### config.mk
export PLATFORM = sky130hd
export DESIGN_NAME = keyboard_transmitter
export DESIGN_NICKNAME = d
export VERILOG_FILES = /design/src/rtl/keyboard_transmitter.sv
export SDC_FILE = /design/constraint.sdc
export NUM_CORES = 1
export LEC_CHECK = 0
export CAP_MARGIN = 20
export CORE_AREA = 2 2 91 93
export DETAILED_ROUTE_END_ITERATION = 12
export DIE_AREA = 0 0 93 95
export PLACE_DENSITY_LB_ADDON = 0.12
export SLEW_MARGIN = 20
export SYNTH_ARGS = -nofsm -noshare
export SYNTH_HDL_FRONTEND = slang
export SYNTH_SLANG_ARGS = --single-unit
export TNS_END_PERCENT = 10
### constraint.sdc
create_clock -name iCLOCK -period 2.1 [get_ports iCLOCK]
set_input_delay 0.42 -clock iCLOCK [delete_from_list [all_inputs] [get_ports iCLOCK]]
set_output_delay 0.42 -clock iCLOCK [all_outputs]
set_load 0.05 [all_outputs]
### src/rtl/keyboard_transmitter.sv
// Host-to-device PS/2 transmitter: inhibits the bus, then shifts out start, 8 data bits,
// odd parity and stop on device-generated clock falling edges, and checks the device ACK.
module keyboard_transmitter #(
    parameter int unsigned P_INHIBIT_CYCLES = 5000,
    parameter int unsigned P_TIMEOUT_CYCLES = 750000
) (
    input  logic       iCLOCK,
    input  logic       inRESET,
    input  logic       iRESET_SYNC,
    input  logic       iREQ,
    input  logic [7:0] iDATA,
    output logic       oBUSY,
    output logic       oDONE,
    output logic       oERROR,
    input  logic       iPS2_CLK,
    input  logic       iPS2_DATA,
    output logic       oPS2_CLK_OE,
    output logic       oPS2_DATA_OE
);

    localparam int unsigned InhW  = (P_INHIBIT_CYCLES > 1) ? $clog2(P_INHIBIT_CYCLES) : 1;
    localparam int unsigned TimeW = (P_TIMEOUT_CYCLES > 1) ? $clog2(P_TIMEOUT_CYCLES) : 1;

    typedef enum logic [2:0] {
        StIdle, StInhibit, StStart, StXfer, StAck, StWaitIdle, StDone, StError
    } state_e;

    state_e            state_q;
    logic [9:0]        shift_q;
    logic [3:0]        bit_cnt_q;
    logic [InhW-1:0]   inh_cnt_q;
    logic [TimeW-1:0]  to_cnt_q;
    logic              ack_q;
    logic              clk_prev_q;

    logic fe;
    logic to_hit;

    assign fe     = clk_prev_q & ~iPS2_CLK;
    assign to_hit = (to_cnt_q == TimeW'(P_TIMEOUT_CYCLES - 1));

    always_ff @(posedge iCLOCK or negedge inRESET) begin
        if (!inRESET) begin
            state_q      <= StIdle;
            shift_q      <= '0;
            bit_cnt_q    <= '0;
            inh_cnt_q    <= '0;
            to_cnt_q     <= '0;
            ack_q        <= 1'b0;
            clk_prev_q   <= 1'b1;
            oBUSY        <= 1'b0;
            oDONE        <= 1'b0;
            oERROR       <= 1'b0;
            oPS2_CLK_OE  <= 1'b0;
            oPS2_DATA_OE <= 1'b0;
        end else if (iRESET_SYNC) begin
            state_q      <= StIdle;
            shift_q      <= '0;
            bit_cnt_q    <= '0;
            inh_cnt_q    <= '0;
            to_cnt_q     <= '0;
            ack_q        <= 1'b0;
            clk_prev_q   <= 1'b1;
            oBUSY        <= 1'b0;
            oDONE        <= 1'b0;
            oERROR       <= 1'b0;
            oPS2_CLK_OE  <= 1'b0;
            oPS2_DATA_OE <= 1'b0;
        end else begin
            clk_prev_q <= iPS2_CLK;
            case (state_q)
                StIdle: begin
                    if (iREQ) begin
                        shift_q     <= {1'b1, ~^iDATA, iDATA};
                        inh_cnt_q   <= '0;
                        oBUSY       <= 1'b1;
                        oPS2_CLK_OE <= 1'b1;
                        state_q     <= StInhibit;
                    end
                end
                StInhibit: begin
                    if (inh_cnt_q == InhW'(P_INHIBIT_CYCLES - 1)) begin
                        oPS2_CLK_OE  <= 1'b0;
                        oPS2_DATA_OE <= 1'b1;
                        state_q      <= StStart;
                    end else begin
                        inh_cnt_q <= inh_cnt_q + 1'b1;
                    end
                end
                StStart: begin
                    bit_cnt_q <= '0;
                    to_cnt_q  <= '0;
                    state_q   <= StXfer;
                end
                StXfer: begin
                    if (fe) begin
                        // Each falling edge presents the next bit; the shifted-in ones release DATA.
                        to_cnt_q     <= '0;
                        oPS2_DATA_OE <= ~shift_q[0];
                        shift_q      <= {1'b1, shift_q[9:1]};
                        bit_cnt_q    <= bit_cnt_q + 4'd1;
                        if (bit_cnt_q == 4'd9) begin
                            state_q <= StAck;
                        end
                    end else if (to_hit) begin
                        oPS2_DATA_OE <= 1'b0;
                        oERROR       <= 1'b1;
                        state_q      <= StError;
                    end else begin
                        to_cnt_q <= to_cnt_q + 1'b1;
                    end
                end
                StAck: begin
                    if (fe) begin
                        to_cnt_q <= '0;
                        if (!iPS2_DATA) begin
                            ack_q   <= 1'b1;
                            state_q <= StWaitIdle;
                        end else begin
                            oPS2_DATA_OE <= 1'b0;
                            oERROR       <= 1'b1;
                            state_q      <= StError;
                        end
                    end else if (to_hit) begin
                        oPS2_DATA_OE <= 1'b0;
                        oERROR       <= 1'b1;
                        state_q      <= StError;
                    end else begin
                        to_cnt_q <= to_cnt_q + 1'b1;
                    end
                end
                StWaitIdle: begin
                    if (ack_q && iPS2_CLK && iPS2_DATA) begin
                        oDONE   <= 1'b1;
                        state_q <= StDone;
                    end else if (fe) begin
                        to_cnt_q <= '0;
                    end else if (to_hit) begin
                        oERROR  <= 1'b1;
                        state_q <= StError;
                    end else begin
                        to_cnt_q <= to_cnt_q + 1'b1;
                    end
                end
                StDone: begin
                    oDONE   <= 1'b0;
                    oBUSY   <= 1'b0;
                    ack_q   <= 1'b0;
                    state_q <= StIdle;
                end
                StError: begin
                    oERROR       <= 1'b0;
                    oBUSY        <= 1'b0;
                    ack_q        <= 1'b0;
                    oPS2_CLK_OE  <= 1'b0;
                    oPS2_DATA_OE <= 1'b0;
                    state_q      <= StIdle;
                end
                default: state_q <= StIdle;
            endcase
        end
    end

endmodule

==> results.yml <==
layout:
  area_delta_synth_final_pct: 21.12
  fin_nets: 472
  diodes: 0
  drive_gt1_share_pct: 18.08
yosys:
  synth_top_family_by_area: "simple AND/OR/NAND/NOR gates"
  syn_avg_cell_area_um2: 8.665
  synth_warnings: 0
  synth_common_cells: "56 x dfrtp_1, 54 x nand2_1, 41 x nor2_1, 39 x o21ai_0, 23 x a21oi_1"
  yosys_register_bits: 57
  yosys.area.top_type: "dfrtp_1"
  synth.net_count: 420
  synth_area_um2: 3483
  synth-simple-area-share_pct: 26.01
  yosysUniqueCellTypes: 66
  synth_edf_count: 0
  synth_fa_ha_area_share_pct: 1.437
  synth_compound_area_share_pct: 23.96
  ys_seq_area_share_pct: 40.98
  synth-main-ff-cell: "dfrtp_1"
  synthMuxAreaShare_pct: 0.5747
  yosysMostFrequentCell: "dfrtp_1"
  synth_xor_area_share_pct: 2.263
  synth_cells: 402
  synthTopCellsByArea: "dfrtp_1 40%, nand2_1 5.8%, o21ai_0 5.6%"
  synth_top_area_share_pct: 40.23
  async_flop_share_pct: 100.0
worst_setup_path:
  crit_buf_inv: 1
  crit_fanout: 6
  worstSetupPathType: "reg2reg"
  crit_slowest_cell: "or3_2"
  regToRegEndpoint: "oPS2_DATA_OE$_DFFE_PN0P_"
  cp_cell_sequence: "or3_2, nor4_4, or2b_4, buf_4, o311ai_1, a21o_1"
  arrival_ns: 2.26
  critPathLaunchType: "flop"
  worst_setup_path_end_kind: "flop"
  worstReg2RegStart: "inh_cnt_q[4]$_DFFE_PN0P_"
  ff2ff_path_depth: 6
  crit_family: "simple AND/OR/NAND/NOR gates"
  max_stage_delay_ns: 0.50
  reg2reg_slack_ns: 0.07
  cp.required_ns: 2.33
global_routing:
  grt_remaining_overflow: 0
  grt_pass1_vias: 3065
  grt_max_degree: 32
  grt_pass1_wl_um: 14770
  grt_antenna_before_repair: 0
  grt_use_total_pct: 21.14
sta:
  tightestPinTransition_ns: 0.5617
  max_freq_mhz: 493.7
  maxSlewHeadroom_pct: 62.21
  fin_ws_ns: 0.07444
  setup_violations: 0
  fin_crit_ns: 2.026
  final.period_utilization_pct: 96.46
  fin_setup_tns_ns: 0
  hold_viol: 0
  drv_slew: 0
  fin_skew_ns: 0.01065
routing:
  drt_iter0_drc: 121
  viasPerCell: 5.660
  wire_per_inst_um: 15.28
  vias: 3192
  drtAntennaViolNets: 0
  remaining_drc_errors: 0
  wl_um: 8616
  drt_pass1_iterations: 4
cts:
  cts_made_buffers: 9
  ctsResizeCount: 0
  clk_latency_ns: 0.34
  cts_max_level: 3
  cts_root_buffer: "clkbuf_8"
  cts_sinks: 57
  cts_buffer_depth: 2
  cts_tree: "done"
  ctsHoldBuffers: 0
  clk_pin_slew_ns: 0.07
job:
  drv_cap: 0
die:
  die_w_um: 93
  io_pins: 19
  dieArea_um2: 8835
  die_height_um: 95
  start_util_pct: 43.94
  rows: 33
  fp.coreArea_um2: 7928
placement:
  place.gp.congestion: 0.9314
  dp_hpwl_um: 6177
  dp_slack_ns: 0.01323
  port_buffers: 18
pwr:
  power_uw: 3463
  ir_drop_v: 0.0005760
  p_leak_uw: 0.001691
  power.density_nw_per_um2: 820.8
hold_path:
  hp-class: "in2async"
outcome:
  outcome: "complete, no violations"
routing by layer:
metal / part of all wire [%] / wire length, µm / up-vias / global-route usage (%)
met5: 0 / 0 / - / 0
met4: 1.9 / 165 / 0 / 6.495
met3: 4.2 / 363 / 12 / 4.789
met2: 47 / 4037 / 74 / 33.39
met1: 47 / 4050 / 1531 / 29.07
li1: - / - / 1575 / -
sequential cells by signal (all words and copies together), names as in the netlist:
signal / count
oPS2_DATA_OE: 1
oDONE: 1
oPS2_CLK_OE: 1
oBUSY: 1
ack_q: 1
clk_prev_q: 1
oERROR: 1
inh_cnt_q: 13
to_cnt_q: 20
shift_q: 10
state_q: 3
bit_cnt_q: 4
power breakdown:
group | internal [µW] | switching (µW) | leakage, µW | total, µW
logic | 412 | 604 | 0.000807 | 1020
clock network | 643 | 475 | 0.000105 | 1120
registers | 1210 | 121 | 0.000779 | 1330
total | 2260 | 1200 | 0.00169 | 3460
worst reg2reg max path, delay by kind of cell, from the launching register on:
kind            cells  cell delay [ns]
compound gates      2             0.29
buf+inv             1             0.12
flops               1             0.43
simple gates        3             1.09
through the flow:
stage	hold slack [ns]	utilization [%]	area, µm²	std cells
CTS	0.09296	53.03	4204	562
finish	0.08121	53.22	4219	564
floorplan	0.1244	-	3483	402
global placement	0.4626	50.32	3989	546
detailed placement	0.4620	50.32	3989	546
global route	0.1073	53.22	4219	564
logic make-up after synthesis:
logic type,Yosys count
flops,57
fa+ha+maj,4
xor+xnor,9
compound gates,123
mux,2
simple gates,176
buf+inv,31
what timing repair did:
action / CTS / global route
setup endpoints to repair: 0 / 2
setup buffers: 0 / 2
hold endpoints to repair: 0 / 0
worst max-delay path by stage:
| stage | start | endpoint | slack (ns) | cells past startpoint |
|---|---|---|---|---|
| final | inh_cnt_q[4]$_DFFE_PN0P_ | oPS2_DATA_OE$_DFFE_PN0P_ | 0.07 | 6 |
| after global routing | inh_cnt_q[4]$_DFFE_PN0P_ | oPS2_DATA_OE$_DFFE_PN0P_ | -0.01 | 6 |
| after CTS | inh_cnt_q[10]$_DFFE_PN0P_ | oPS2_DATA_OE$_DFFE_PN0P_ | 0.02 | 6 |
| after detailed placement | iPS2_CLK | oPS2_DATA_OE$_DFFE_PN0P_ | 0.01 | 7 |
| after global placement | inh_cnt_q[10]$_DFFE_PN0P_ | oPS2_DATA_OE$_DFFE_PN0P_ | 0.03 | 6 |
| after floorplan | inh_cnt_q[10]$_DFFE_PN0P_ | oPS2_DATA_OE$_DFFE_PN0P_ | 0.27 | 5 |
layout make-up:
type | instances | area, µm²
flip-flops and latches | 57 | 1428
repair buffers | 62 | 518.0
clock buffers | 12 | 165.2
clock inverters | 4 | 50.05
inverters | 10 | 37.54
multi-input cells | 314 | 1889
well taps | 105 | 131.4
fillers | 770 | 3709
placed cells by master, fill, tap and decap left out, drive strengths merged, types with 3 or more instances in the layout:
cell and instances:
dfrtp 56, nand2 55, buf 45, nor2 42
o21ai 40, a21oi 23, nand3 17, clkdlybuf4s50 17
clkbuf 12, o31ai 11, inv 10, nand2b 9
a311oi 9, nor3 9, nand4 8, xnor2 8
a211oi 8, and3 6, a31oi 6, nor4 5
nor2b 4, a22oi 4, ha 4, or2 3
and2 3, o41ai 3, a41oi 3, or3 3
o311ai 3
Power figures use the tool's default switching activity.
